==> config.mk <==
export PLATFORM = sky130hd
export DESIGN_NAME = inj_scan_ctrl_flat
export DESIGN_NICKNAME = d
export VERILOG_FILES = /design/src/rtl/inj_scan_ctrl_if.sv /design/src/rtl/inj_scan_ctrl.sv /design/src/flat_wrapper.sv
export SDC_FILE = /design/constraint.sdc
export NUM_CORES = 1
export LEC_CHECK = 0
export CAP_MARGIN = 20
export CORE_MARGIN = 4
export CORE_UTILIZATION = 53
export DETAILED_ROUTE_END_ITERATION = 10
export PLACE_DENSITY = 0.78
export SLEW_MARGIN = 20
export SYNTH_ARGS = -nofsm -noshare
export SYNTH_HDL_FRONTEND = slang
export SYNTH_SLANG_ARGS = --single-unit
==> constraint.sdc <==
create_clock -name CLK -period 13.4 [get_ports CLK]
set_clock_uncertainty 0.05 [all_clocks]
set_input_delay 2.01 -clock CLK [delete_from_list [all_inputs] [get_ports CLK]]
set_output_delay 2.01 -clock CLK [all_outputs]
set_load 0.01 [all_outputs]
==> src/rtl/inj_scan_ctrl_if.sv <==
// Host/AFE-side bundle of the injection scan sequencer.
// master drives controls and HIT; slave is the sequencer.
interface inj_scan_ctrl_if #(
  parameter int CNT_W = 16,
  parameter int TIM_W = 16
);
  logic             START;
  logic             ABORT;
  logic [CNT_W-1:0] N_INJ;
  logic [TIM_W-1:0] PERIOD;
  logic [TIM_W-1:0] WIDTH;
  logic             HIT;
  logic             INJ;
  logic             BUSY;
  logic             DONE;
  logic [CNT_W-1:0] INJ_CNT;
  logic [CNT_W-1:0] HIT_CNT;

  modport master (
    output START, ABORT, N_INJ, PERIOD, WIDTH, HIT,
    input  INJ, BUSY, DONE, INJ_CNT, HIT_CNT
  );

  modport slave (
    input  START, ABORT, N_INJ, PERIOD, WIDTH, HIT,
    output INJ, BUSY, DONE, INJ_CNT, HIT_CNT
  );
endinterface

==> src/rtl/inj_scan_ctrl.sv <==
// Injection/hit scan sequencer: drives a train of INJ pulses
// and counts injections and synchronized hits per pulse.
module inj_scan_ctrl #(
  parameter int CNT_W = 16,
  parameter int TIM_W = 16
) (
  input  logic          CLK,
  input  logic          RST,
  inj_scan_ctrl_if.slave sc
);
  typedef enum logic [1:0] {
    IDLE,
    HIGH,
    LOW,
    FIN
  } state_e;

  localparam logic [TIM_W-1:0] ONE_T = 1;
  localparam logic [CNT_W-1:0] ONE_C = 1;

  state_e           state_q, state_d;
  logic             hit_m_q, hit_s_q;
  logic [TIM_W-1:0] tmr_q, tmr_d;
  logic [TIM_W-1:0] wt_q, wt_d;
  logic [TIM_W-1:0] lt_q, lt_d;
  logic [CNT_W-1:0] n_q, n_d;
  logic [CNT_W-1:0] inj_cnt_q, inj_cnt_d;
  logic [CNT_W-1:0] hit_cnt_q, hit_cnt_d;
  logic             seen_q, seen_d;
  logic             inj_q;
  logic [TIM_W-1:0] w_eff, l_eff;

  // Effective high/low times; zero width and short periods clamp to 1.
  always_comb begin
    w_eff = (sc.WIDTH == '0) ? ONE_T : sc.WIDTH;
    l_eff = (sc.PERIOD > w_eff) ? (sc.PERIOD - w_eff) : ONE_T;
  end

  // Two-flop synchronizer for the asynchronous AFE hit latch.
  always_ff @(posedge CLK) begin
    if (RST) begin
      hit_m_q <= 1'b0;
      hit_s_q <= 1'b0;
    end else begin
      hit_m_q <= sc.HIT;
      hit_s_q <= hit_m_q;
    end
  end

  // Next-state, timer and counter logic; ABORT overrides the scan.
  always_comb begin
    state_d   = state_q;
    tmr_d     = tmr_q;
    wt_d      = wt_q;
    lt_d      = lt_q;
    n_d       = n_q;
    inj_cnt_d = inj_cnt_q;
    hit_cnt_d = hit_cnt_q;
    seen_d    = seen_q;
    if (state_q != IDLE && sc.ABORT) begin
      state_d = IDLE;
    end else begin
      unique case (state_q)
        IDLE: begin
          if (sc.START && !sc.ABORT) begin
            inj_cnt_d = '0;
            hit_cnt_d = '0;
            seen_d    = 1'b0;
            n_d       = sc.N_INJ;
            wt_d      = w_eff - ONE_T;
            lt_d      = l_eff - ONE_T;
            tmr_d     = '0;
            state_d   = (sc.N_INJ == '0) ? FIN : HIGH;
          end
        end
        HIGH: begin
          if (hit_s_q) seen_d = 1'b1;
          if (tmr_q == wt_q) begin
            tmr_d     = '0;
            state_d   = LOW;
            inj_cnt_d = inj_cnt_q + ONE_C;
            if (seen_q || hit_s_q) hit_cnt_d = hit_cnt_q + ONE_C;
            seen_d    = 1'b0;
          end else begin
            tmr_d = tmr_q + ONE_T;
          end
        end
        LOW: begin
          if (tmr_q == lt_q) begin
            tmr_d   = '0;
            state_d = (inj_cnt_q == n_q) ? FIN : HIGH;
          end else begin
            tmr_d = tmr_q + ONE_T;
          end
        end
        FIN: state_d = IDLE;
        default: state_d = IDLE;
      endcase
    end
  end

  // State, settings and counters; INJ registered from the next state.
  always_ff @(posedge CLK) begin
    if (RST) begin
      state_q   <= IDLE;
      tmr_q     <= '0;
      wt_q      <= '0;
      lt_q      <= '0;
      n_q       <= '0;
      inj_cnt_q <= '0;
      hit_cnt_q <= '0;
      seen_q    <= 1'b0;
      inj_q     <= 1'b0;
    end else begin
      state_q   <= state_d;
      tmr_q     <= tmr_d;
      wt_q      <= wt_d;
      lt_q      <= lt_d;
      n_q       <= n_d;
      inj_cnt_q <= inj_cnt_d;
      hit_cnt_q <= hit_cnt_d;
      seen_q    <= seen_d;
      inj_q     <= (state_d == HIGH);
    end
  end

  assign sc.INJ     = inj_q;
  assign sc.BUSY    = (state_q != IDLE);
  assign sc.DONE    = (state_q == FIN);
  assign sc.INJ_CNT = inj_cnt_q;
  assign sc.HIT_CNT = hit_cnt_q;
endmodule
==> src/flat_wrapper.sv <==
// flat-port wrapper written by rule: the top's interface ports become plain ports
module inj_scan_ctrl_flat 
#(
  parameter int CNT_W = 16,
  parameter int TIM_W = 16
)
  (CLK, RST, sc_START, sc_ABORT, sc_N_INJ, sc_PERIOD, sc_WIDTH, sc_HIT, sc_INJ, sc_BUSY, sc_DONE, sc_INJ_CNT, sc_HIT_CNT);
  inj_scan_ctrl_if #(.CNT_W(CNT_W), .TIM_W(TIM_W)) sc_i ();
  input  logic CLK;
  input  logic RST;
  input wire logic [$bits(sc_i.START)-1:0] sc_START;
  input wire logic [$bits(sc_i.ABORT)-1:0] sc_ABORT;
  input wire logic [$bits(sc_i.N_INJ)-1:0] sc_N_INJ;
  input wire logic [$bits(sc_i.PERIOD)-1:0] sc_PERIOD;
  input wire logic [$bits(sc_i.WIDTH)-1:0] sc_WIDTH;
  input wire logic [$bits(sc_i.HIT)-1:0] sc_HIT;
  output wire logic [$bits(sc_i.INJ)-1:0] sc_INJ;
  output wire logic [$bits(sc_i.BUSY)-1:0] sc_BUSY;
  output wire logic [$bits(sc_i.DONE)-1:0] sc_DONE;
  output wire logic [$bits(sc_i.INJ_CNT)-1:0] sc_INJ_CNT;
  output wire logic [$bits(sc_i.HIT_CNT)-1:0] sc_HIT_CNT;
  assign sc_i.START = sc_START;
  assign sc_i.ABORT = sc_ABORT;
  assign sc_i.N_INJ = sc_N_INJ;
  assign sc_i.PERIOD = sc_PERIOD;
  assign sc_i.WIDTH = sc_WIDTH;
  assign sc_i.HIT = sc_HIT;
  assign sc_INJ = sc_i.INJ;
  assign sc_BUSY = sc_i.BUSY;
  assign sc_DONE = sc_i.DONE;
  assign sc_INJ_CNT = sc_i.INJ_CNT;
  assign sc_HIT_CNT = sc_i.HIT_CNT;
  inj_scan_ctrl #(.CNT_W(CNT_W), .TIM_W(TIM_W)) u_core (.CLK(CLK), .RST(RST), .sc(sc_i));
endmodule
======== Yosys cells after proc, flatten, opt, wreduce, memory -nomap -nowiden ========
Cells that the tools add are included.
W data, S select, Z words.
storage, ports and cells
  register bits after elaboration ......... 102
  bits of input ports ..................... 53
  output and inout bits ................... 35
  word-level logic and storage cells ...... 67
operators by class
  add/sub/neg operators ................... 6
  magnitude comparators ................... 1
  equality and inequality tests ........... 11
  multiplexer cells ....................... 22
  bitwise gates (word level) .............. 1
  reductions and logical operators ........ 15
operators with widths
  cell                     number
  $mux W16                 8
  $pmux W16 S2             2
  $add A16 B1 Y16 const B  3
  $eq A16 B16 Y1           3
  $pmux W16 S3             1
  $logic_not A16 Y1        2
  $sub A16 B1 Y16 const B  2
  $gt A16 B16 Y1           1
  $sub A16 B16 Y16         1
  $mux W2                  6
  $pmux W2 S4              1
  $reduce_and A4 Y1        2
  $ne A2 B1 Y1 const B     3
  $reduce_and A3 Y1        2
  $reduce_and A5 Y1        1
  $eq A2 B1 Y1 const B     2
  $eq A2 B2 Y1 const B     2
  $reduce_bool A2 Y1       2
  $mux W1                  3
  $ne A3 B1 Y1 const B     1
  $reduce_bool A3 Y1       1
  $logic_and A1 B1 Y1      2
  $logic_not A2 Y1         1
  $pmux W1 S2              1
  other kinds (3)          3

======== Depth between registers and ports, before layout ========
Gate-level depths: netlist (run 1).
  depth after elaboration ................. 6
  depth in mapped cells ................... 16
  depth with buffers taken out ............ 16

======== Worst setup path after synthesis (run 1) ========
No wires, ideal clock.
  path kind ............................... in2reg
  from .................................... in sc_WIDTH[9]
  to ...................................... reg u_core.lt_q[12]
  library setup time ...................... 142 ps
  arrival ................................. 5,805 ps
  slack ................................... 7,403 ps
  stages on the path ...................... 16
  path through ............................ or4_1 nor4_1 a41o_1 ha_1 fa_1 nand2b_1 a211oi_1 o21ai_0 a32oi_2 nand2b_1 ha_1 nand3_1 or4b_1 or2_2 o211ai_1 a311oi_1
on the way
  longest elaborated chain between the ends .. 5
  elaborated cells on any way between the ends .. 6
  classes of those cells .................. add/sub (2); order compare (1); mux (2); reduce/logical (1)
RTL lines
  element                                                    RTL line              text
  start, declared                                            flat_wrapper.sv:15    input wire logic [$bits(sc_i.WIDTH)-1:0] sc_WIDTH;
  $logic_not A16 Y1                                          inj_scan_ctrl.sv:35   w_eff = (sc.WIDTH == '0) ? ONE_T : sc.WIDTH;
  $mux W16 (*)                                               inj_scan_ctrl.sv:35
  $sub A16 B16 Y16 / $gt A16 B16 Y1 (equally long branches)  inj_scan_ctrl.sv:36   l_eff = (sc.PERIOD > w_eff) ? (sc.PERIOD - w_eff) : ONE_T;
  $mux W16 (*)                                               inj_scan_ctrl.sv:36
  $sub A16 B1 Y16 (*)                                        inj_scan_ctrl.sv:71   lt_d = l_eff - ONE_T;
  end signal, assigned                                       inj_scan_ctrl.sv:118  lt_q <= lt_d;
  end, declared                                              inj_scan_ctrl.sv:25   logic [TIM_W-1:0] lt_q, lt_d;
Every way passes the cells marked *; elsewhere a longest branch is shown, timed or not.
A chain may end at the register's enable or synchronous reset.

======== Final worst setup path (run 1) ========
Ends and elaborated chain as after synthesis.

==> reports/metrics.json, run 1 <==
{
  "run_status": {
    "run_status": "complete, no violations"
  },
  "clocking": {
    "postCtsHoldBufs": 0,
    "cts.path.max_buffers": 2,
    "htree_num_levels": 3,
    "cts_tree": "built",
    "post_cts.resized_instances": 0,
    "path_clk_slew_ps": 70,
    "numCtsBuffers": 9,
    "post_cts.repair.setup_buffers": 0,
    "cts_root_buffer": "sky130_fd_sc_hd__clkbuf_16",
    "worstSkewPairLatency_ps": 350,
    "clock-sinks": 102
  },
  "grt": {
    "antenna_found_initial": 0,
    "grt_start_max_net_pins": 63,
    "groute.usage.overall_pct": 23.7,
    "grt.overflow.total": 0,
    "global_route_wire_length_before_repair_mm": 26.1,
    "first_global_vias": 5462
  },
  "min_path": {
    "hp-class": "reg2reg"
  },
  "timing": {
    "finalCritPeriodShare_pct": 50.6,
    "number_of_failing_hold_endpoints_at_the_final_stage": 0,
    "finalSetupViolCount": 0,
    "fin_crit_ps": 6780,
    "slew_at_the_pin_with_the_worst_max_slew_slack_ps": 1070,
    "max_slew_headroom_pct": 28.9,
    "setup_tns_ps": 0,
    "timing.fmax_mhz": 147,
    "hold_slack_ps": 402,
    "maxSlewViolCount": 0,
    "layout_setup_ws_ps": 6620,
    "unrepaired_setup_endpoints_after_global_routing": "no"
  },
  "floorplanning": {
    "num_io_pins": 88,
    "fp.dieH_um": 117,
    "floorplan_row_count": 39,
    "die-width_um": 117,
    "floorplan.die_area_mm2": 0.0136,
    "design.core.area_mm2": 0.0115,
    "floorplan.initialDensity_pct": 54.4
  },
  "logic_synthesis": {
    "syn_area_per_cell_um2": 8.01,
    "ys_seq_elements": 102,
    "synth_top_family_by_area": "simple AND/OR/NAND/NOR gates",
    "synth_fp_nets": 862,
    "synth_cell_type_count": 72,
    "synth_cells": 782,
    "count_of_flip_flops_with_a_built_in_enable_after_synthesis": 0,
    "post_synth_adder_cell_area_pct": 5.51,
    "yosys-mux-area-fraction_pct": 0.499,
    "post_synth_xor_xnor_area_pct": 14.8,
    "post_synth_and_or_nand_nor_area_fraction_pct": 25.5,
    "synthesis.area_mm2": 0.00627,
    "synth-compound-area-share_pct": 16.5,
    "synth.yosys.seq_area_share_pct": 32.6,
    "async_flop_share_pct": 0,
    "yosysWarnings": 0,
    "ys.flop_type": "sky130_fd_sc_hd__dfxtp_1"
  },
  "pwr": {
    "leakagePower_nw": 2.84,
    "vdd_drop_max_mv": 0.0780,
    "power_frac_comb_pct": 28.9,
    "cell_internal_pwr_mw": 0.565,
    "p_clk_share_pct": 30.3,
    "net_switching_power_of_the_design_mw": 0.288,
    "pwr-share-seq_pct": 40.8,
    "power.share.switching_pct": 33.7,
    "power_per_cell_area_mw_per_mm2": 114
  },
  "setup_path": {
    "timing.critical_path.required_ps": 13530,
    "cp-start-kind": "primary input",
    "criticalPathCategory": "in2reg",
    "critPathArrivalTime_ps": 6910,
    "crit_path_max_fanout": 10,
    "worstSetupEndpointType": "register"
  },
  "final_layout": {
    "drive_above_1_share_pct": 4.58,
    "finish.utilization_pct": 64.9,
    "syn_to_final_growth_pct": 19.2,
    "final-instance-count-excl-fill": 995,
    "n_antenna_cell": 0,
    "fin_nets": 927
  },
  "placement": {
    "preCtsSetupSlack_ps": 6350,
    "place.detailed.hpwl_mm": 12.3,
    "globalplace.congestion": 0.864,
    "place_inst": 979,
    "port-buffer-count": 87
  },
  "route": {
    "drc_violation_count_after_routing": 0,
    "drt-wirelength-per-cell_um": 16.0,
    "route.antenna.remaining_nets": 0,
    "detail_route.vias_per_cell": 5.83,
    "dr.pass1.iters": 5,
    "drt_wl_total_mm": 15.9,
    "num_vias": 5804,
    "detail_route.iter0.violations": 464
  },
  "run": {
    "max-cap-violations": 0
  }
}
## power groups by stage
stage / logic [mW] / clock network [mW] / registers, mW
3_3_place_gp: 0.236 / 0 / 0.353
2_1_floorplan: 0.177 / 0 / 0.349
5_1_grt: 0.272 / 0.277 / 0.350
6_report: 0.246 / 0.259 / 0.348
3_5_place_dp: 0.242 / 0 / 0.354
4_1_cts: 0.244 / 0.263 / 0.347
## cells in the mapped netlist, drive strengths merged, types with 2 or more instances
| library cell | n | share of area, % |
|---|---|---|
| nor2 | 103 | 6.2 |
| dfxtp | 102 | 33 |
| nand2 | 77 | 4.6 |
| xor2 | 54 | 7.5 |
| xnor2 | 52 | 7.3 |
| a21oi | 42 | 3.4 |
| inv | 36 | 2.2 |
| clkbuf | 27 | 1.6 |
| ha | 26 | 5.2 |
| o21ai | 25 | 2.0 |
| nand4 | 23 | 2.3 |
| nor4 | 22 | 2.4 |
| a211oi | 21 | 2.8 |
| nand3 | 19 | 1.5 |
| nor3 | 13 | 1.0 |
| or3 | 13 | 1.4 |
| and3 | 12 | 1.2 |
| nor2b | 10 | 1.0 |
| and2 | 8 | 0.82 |
| a311oi | 7 | 0.98 |
| a31oi | 7 | 0.70 |
| buf | 7 | 0.86 |
| nand2b | 6 | 0.60 |
| a21o | 5 | 0.60 |
| o211ai | 5 | 0.60 |
| a22oi | 4 | 0.48 |
| and4 | 4 | 0.58 |
| o21a | 4 | 0.48 |
| o22ai | 4 | 0.40 |
| nand3b | 3 | 0.36 |
| o31a | 3 | 0.42 |
| or2 | 3 | 0.30 |
| a2111oi | 2 | 0.38 |
| a41o | 2 | 0.32 |
| mux2i | 2 | 0.32 |
| o21bai | 2 | 0.24 |
| o311a | 2 | 0.34 |
| or4 | 2 | 0.24 |
| or4b | 2 | 0.38 |
## path summary, 6_finish.rpt
path / startpoint / endpoint / cells after the start / slack, ps
setup reg to reg: u_core.tmr_q[8]$_SDFFE_PP0P_ / u_core.sc.HIT_CNT[6]$_SDFFE_PP0P_ / 7 / 10700
hold / removal: u_core.hit_m_q$_SDFF_PP0_ / u_core.hit_s_q$_SDFF_PP0_ / 1 / 400
setup / recovery: sc_WIDTH[9] / u_core.lt_q[12]$_SDFFE_PP0P_ / 17 / 6620
hold reg to reg: u_core.hit_m_q$_SDFF_PP0_ / u_core.hit_s_q$_SDFF_PP0_ / 1 / 400
## metrics by stage
| stage | total power [mW] | instance area, µm² |
|---|---|---|
| 2_1_floorplan | 0.526 | 6270 |
| 3_3_place_gp | 0.589 | 7170 |
| 3_5_place_dp | 0.596 | 7170 |
| 4_1_cts | 0.854 | 7470 |
| 5_1_grt | 0.899 | 7470 |
| 6_report | 0.853 | 7470 |
## layout make-up
cell class	instances	area [µm²]
clock inverter	6	62.6
sequential	102	2040
fill	956	4040
multi-input combinational	610	3940
timing repair buffer	88	873
inverter	36	135
clock buffer	10	239
tap	143	179
## sequential cells by signal (all words and copies together), names as in the netlist
| register | flops |
|---|---|
| u_core.lt_q | 16 |
| u_core.sc.HIT_CNT | 16 |
| u_core.sc.INJ | 1 |
| u_core.wt_q | 16 |
| u_core.state_q | 2 |
| u_core.hit_m_q | 1 |
| u_core.hit_s_q | 1 |
| u_core.n_q | 16 |
| u_core.seen_q | 1 |
| u_core.sc.INJ_CNT | 16 |
| u_core.tmr_q | 16 |
## layout by cell type, fill, tap and decap left out, types with 22 or more instances in the layout
cell and instances:
sky130_fd_sc_hd__xnor2_1 52, sky130_fd_sc_hd__nor2_1 102, sky130_fd_sc_hd__xor2_1 54, sky130_fd_sc_hd__nand2_1 77, sky130_fd_sc_hd__inv_1 35, sky130_fd_sc_hd__o21ai_0 22
sky130_fd_sc_hd__a21oi_1 42, sky130_fd_sc_hd__ha_1 26, sky130_fd_sc_hd__dfxtp_1 102, sky130_fd_sc_hd__nand4_1 23, sky130_fd_sc_hd__clkdlybuf4s50_1 86
## kinds of logic after synthesis
| logic type | Yosys count |
|---|---|
| mux | 3 |
| xor+xnor | 106 |
| compound gates | 150 |
| flops | 102 |
| simple gates | 324 |
| fa+ha+maj | 27 |
| buf+inv | 70 |
## worst max-delay path: stages
cell and delay [ps]:
sky130_fd_sc_hd__clkdlybuf4s50_1 470, sky130_fd_sc_hd__or4_1 650, sky130_fd_sc_hd__nor4_1 330, sky130_fd_sc_hd__a41o_1 330, sky130_fd_sc_hd__ha_1 220, sky130_fd_sc_hd__fa_1 220, sky130_fd_sc_hd__nand2b_1 180, sky130_fd_sc_hd__a211oi_1 120
sky130_fd_sc_hd__o21ai_0 300, sky130_fd_sc_hd__a32oi_2 280, sky130_fd_sc_hd__nand2b_1 150, sky130_fd_sc_hd__ha_1 220, sky130_fd_sc_hd__nand3_1 180, sky130_fd_sc_hd__or4b_1 660, sky130_fd_sc_hd__or2_2 310, sky130_fd_sc_hd__o211ai_1 180
sky130_fd_sc_hd__a311oi_1 110
## metal layers
metal  wire length (µm)  GRT usage (%)  up-vias
li1                   -              -     2895
met4                260           6.50        0
met5                  0              0        -
met2               7460           38.1      190
met3                863           3.83       24
met1               7360           33.1     2695
No activity file was read; power rests on OpenSTA's default activity.
==> inputs of run 2 (changes only) <==
- CORE_UTILIZATION: 53 -> 50
- PLACE_DENSITY: 0.78 -> 0.77
- clock period: 13.4 -> 6 ns (I/O delays scaled with it)
==> reports/metrics.json, run 2 (synthesis results as in run 1) <==
{
  "setup_path": {
    "criticalPathCategory": "in2reg",
    "cp-start-kind": "primary input",
    "timing.reg2reg.worst_path_depth": {"value": 8, "change": "+1"},
    "r2r_end": "u_core.sc.HIT_CNT[15]$_SDFFE_PP0P_",
    "critical_path_buf_inv_count": {"value": 3, "change": "+2"},
    "worstSetupEndpointType": "register",
    "timing.critical_path.required": {"value": 6130, "unit": "ps", "change": "-7400 ps"},
    "critical-path-top-delay-family": "simple AND/OR/NAND/NOR gates",
    "crit_path_cell_trace": "clkdlybuf4s50_1 > or4_1 > nor4_1 > buf_4 > a41o_1 > ha_1 > fa_1 > nand2b_1 > a211oi_1 > o21ai_0 > a32oi_2 > buf_4 > and2_1 > ha_1 > nand3_1 > or4b_1 > or2_2 > o211ai_1 > a311oi_1",
    "crit-reg2reg-launch": "u_core.tmr_q[9]$_SDFFE_PP0P_",
    "timing.critical_path.slowest_cell_delay": {"value": 610, "unit": "ps", "change": "-50 ps"},
    "critPathArrivalTime": {"value": 5620, "unit": "ps", "change": "-1290 ps"},
    "worst_path_max_delay_cell": "sky130_fd_sc_hd__or4b_1",
    "crit_path_max_fanout": {"value": 9, "change": "-1"},
    "reg2reg_setup_slack": {"value": 3310, "unit": "ps", "change": "-7390 ps"}
  },
  "clocking": {
    "worstSkewPairLatency": {"value": 350, "unit": "ps", "change": "about the same"},
    "clock-sinks": {"value": 102, "change": "unchanged"},
    "numCtsBuffers": {"value": 9, "change": "unchanged"},
    "post_cts.repair.setup_buffers": {"value": 0, "change": "unchanged"},
    "htree_num_levels": {"value": 3, "change": "unchanged"},
    "cts.path.max_buffers": {"value": 2, "change": "unchanged"},
    "cts_tree": "built",
    "post_cts.resized_instances": {"value": 0, "change": "unchanged"},
    "path_clk_slew": {"value": 70, "unit": "ps", "change": "about the same"},
    "cts_root_buffer": "sky130_fd_sc_hd__clkbuf_16",
    "postCtsHoldBufs": {"value": 0, "change": "unchanged"}
  },
  "floorplanning": {
    "fp.dieH": {"value": 120, "unit": "µm", "change": "+2.8%"},
    "floorplan_row_count": {"value": 40, "change": "+2.6%"},
    "die-width": {"value": 120, "unit": "µm", "change": "+2.8%"},
    "floorplan.initialDensity": {"value": 51.5, "unit": "%", "change": "-2.9 points"},
    "floorplan.die_area": {"value": 0.0144, "unit": "mm²", "change": "+5.6%"},
    "design.core.area": {"value": 0.0122, "unit": "mm²", "change": "+5.6%"},
    "num_io_pins": {"value": 88, "change": "unchanged"}
  },
  "route": {
    "dr.pass1.iters": {"value": 5, "change": "unchanged"},
    "detail_route.iter0.violations": {"value": 533, "change": "+15%"},
    "drt-wirelength-per-cell": {"value": 15.9, "unit": "µm", "change": "-0.78%"},
    "route.antenna.remaining_nets": {"value": 0, "change": "unchanged"},
    "drc_violation_count_after_routing": {"value": 0, "change": "unchanged"},
    "num_vias": {"value": 5836, "change": "+0.55%"},
    "detail_route.vias_per_cell": {"value": 5.70, "change": "-2.2%"},
    "drt_wl_total": {"value": 16.3, "unit": "mm", "change": "+2.0%"}
  },
  "final_layout": {
    "fin_nets": {"value": 930, "change": "+0.32%"},
    "drive_above_1_share": {"value": 4.91, "unit": "%", "change": "+0.33 points"},
    "layout_common_cells": "sky130_fd_sc_hd__nor2_1, sky130_fd_sc_hd__dfxtp_1, sky130_fd_sc_hd__clkdlybuf4s50_1",
    "design_area": {"value": 0.00752, "unit": "mm²", "change": "+0.65%"},
    "n_antenna_cell": {"value": 0, "change": "unchanged"},
    "finish.utilization": {"value": 61.9, "unit": "%", "change": "-3.0 points"},
    "filler_cell_count_in_the_final_layout": {"value": 1064, "change": "+11%"},
    "syn_to_final_growth_pct": 20.0
  },
  "grt": {
    "global_route_wire_length_before_repair": {"value": 26.7, "unit": "mm", "change": "+2.2%"},
    "grt.overflow.total": {"value": 0, "change": "unchanged"},
    "first_global_vias": {"value": 5484, "change": "+0.40%"},
    "antenna_found_initial": {"value": 0, "change": "unchanged"},
    "grt_start_max_net_pins": {"value": 63, "change": "unchanged"},
    "groute.usage.overall": {"value": 22.4, "unit": "%", "change": "-1.3 points"}
  },
  "timing": {
    "hold_slack": {"value": 421, "unit": "ps", "change": "+19.3 ps"},
    "max_slew_headroom": {"value": 28.5, "unit": "%", "change": "-0.43 points"},
    "maxSlewViolCount": {"value": 0, "change": "unchanged"},
    "slew_at_the_pin_with_the_worst_max_slew_slack": {"value": 1070, "unit": "ps", "change": "+6.40 ps"},
    "setup_tns": {"value": 0, "unit": "ps", "change": "unchanged"},
    "finalCritPeriodShare_pct": 91.4,
    "finalSetupViolCount": {"value": 0, "change": "unchanged"},
    "number_of_failing_hold_endpoints_at_the_final_stage": {"value": 0, "change": "unchanged"},
    "unrepaired_setup_endpoints_after_global_routing": "no",
    "fin_crit_ps": 5490,
    "timing.fmax_mhz": 182
  },
  "min_path": {
    "worstHoldEndpoint": "u_core.n_q[7]$_SDFFE_PP0P_",
    "hold_start": "u_core.n_q[7]$_SDFFE_PP0P_",
    "hold-path-cell-count": {"value": 2, "change": "+1"},
    "hp-class": "reg2reg"
  },
  "pwr": {
    "vdd_drop_max": {"value": 0.139, "unit": "mV", "change": "+78%"},
    "power_per_cell_area": {"value": 254, "unit": "mW/mm²", "change": "+120%"},
    "leakagePower": {"value": 2.86, "unit": "nW", "change": "+0.48%"}
  },
  "placement": {
    "dpl-instance-area": {"value": 0.00723, "unit": "mm²", "change": "+0.75%"},
    "port-buffer-count": {"value": 87, "change": "unchanged"},
    "place.detailed.hpwl": {"value": 12.8, "unit": "mm", "change": "+4.3%"},
    "globalplace.congestion": {"value": 0.903, "change": "+4.5%"}
  },
  "run": {
    "max-cap-violations": {"value": 0, "change": "unchanged"}
  },
  "run_status": {
    "run_status": "complete, no violations"
  }
}
[run 2: changes by cell type in the layout (fill, tap and decap cells not counted), sizes merged]
| cell | change |
|---|---|
| inv | +1 |
| clkinv | -1 |
| buf | +3 |
[run 2: worst max path at each step]
stage                 start                           end  slack, ps  cells past startpoint
3_3_place_gp   sc_WIDTH[10]  u_core.lt_q[10]$_SDFFE_PP0P_        330                     20
3_5_place_dp   sc_WIDTH[10]  u_core.lt_q[12]$_SDFFE_PP0P_        190                     19
6_report       sc_WIDTH[10]  u_core.lt_q[12]$_SDFFE_PP0P_        510                     19
2_1_floorplan   sc_WIDTH[9]  u_core.lt_q[12]$_SDFFE_PP0P_       1110                     16
4_1_cts        sc_WIDTH[10]  u_core.lt_q[10]$_SDFFE_PP0P_        550                     20
5_1_grt        sc_WIDTH[10]  u_core.lt_q[10]$_SDFFE_PP0P_        130                     20
[run 2: layout make-up]
type                    count  area [µm²]  area share, %
flip-flops and latches    102        2040           27.1
well taps                 168         210           2.79
inverters                  36         135           1.80
clock buffers              10         239           3.18
repair buffers             91         896           11.9
multi-input cells         610        3940           52.4
clock inverters             6        57.6          0.765
[run 2: worst reg2reg max path, cell delays in order (launching register included)]
cell and delay, ps:
sky130_fd_sc_hd__dfxtp_1 460, sky130_fd_sc_hd__xor2_1 110, sky130_fd_sc_hd__nor4_1 520, sky130_fd_sc_hd__nand4_1 240
sky130_fd_sc_hd__o21ai_1 250, sky130_fd_sc_hd__nand4_1 340, sky130_fd_sc_hd__nor3_1 350, sky130_fd_sc_hd__xnor2_1 170
sky130_fd_sc_hd__nor2_1 50
[run 2: power by group]
group	internal [mW]	leakage (nW)	switching, mW
sequential	0.730	0.828	0.0468
combinational	0.231	1.88	0.327
clock	0.304	0.148	0.273
total	1.26	2.86	0.647
[run 2: through the flow]
step                power (mW)  setup slack, ps  instances
global placement          1.32              327       1007
finish                    1.91              515       1023
floorplan                 1.17             1110        782
global route              2.01              128       1023
detailed placement        1.34              192       1007
CTS                       1.92              547       1023
[run 2: routing by layer]
layer | up-vias | share of wire (%) | global-route usage, % | wire, µm
met5 | - | 0 | 0 | 0
met4 | 0 | 2.0 | 6.73 | 329
met3 | 27 | 5.5 | 3.86 | 893
met2 | 186 | 47 | 36.5 | 7650
met1 | 2726 | 45 | 30.3 | 7390
li1 | 2897 | - | - | -
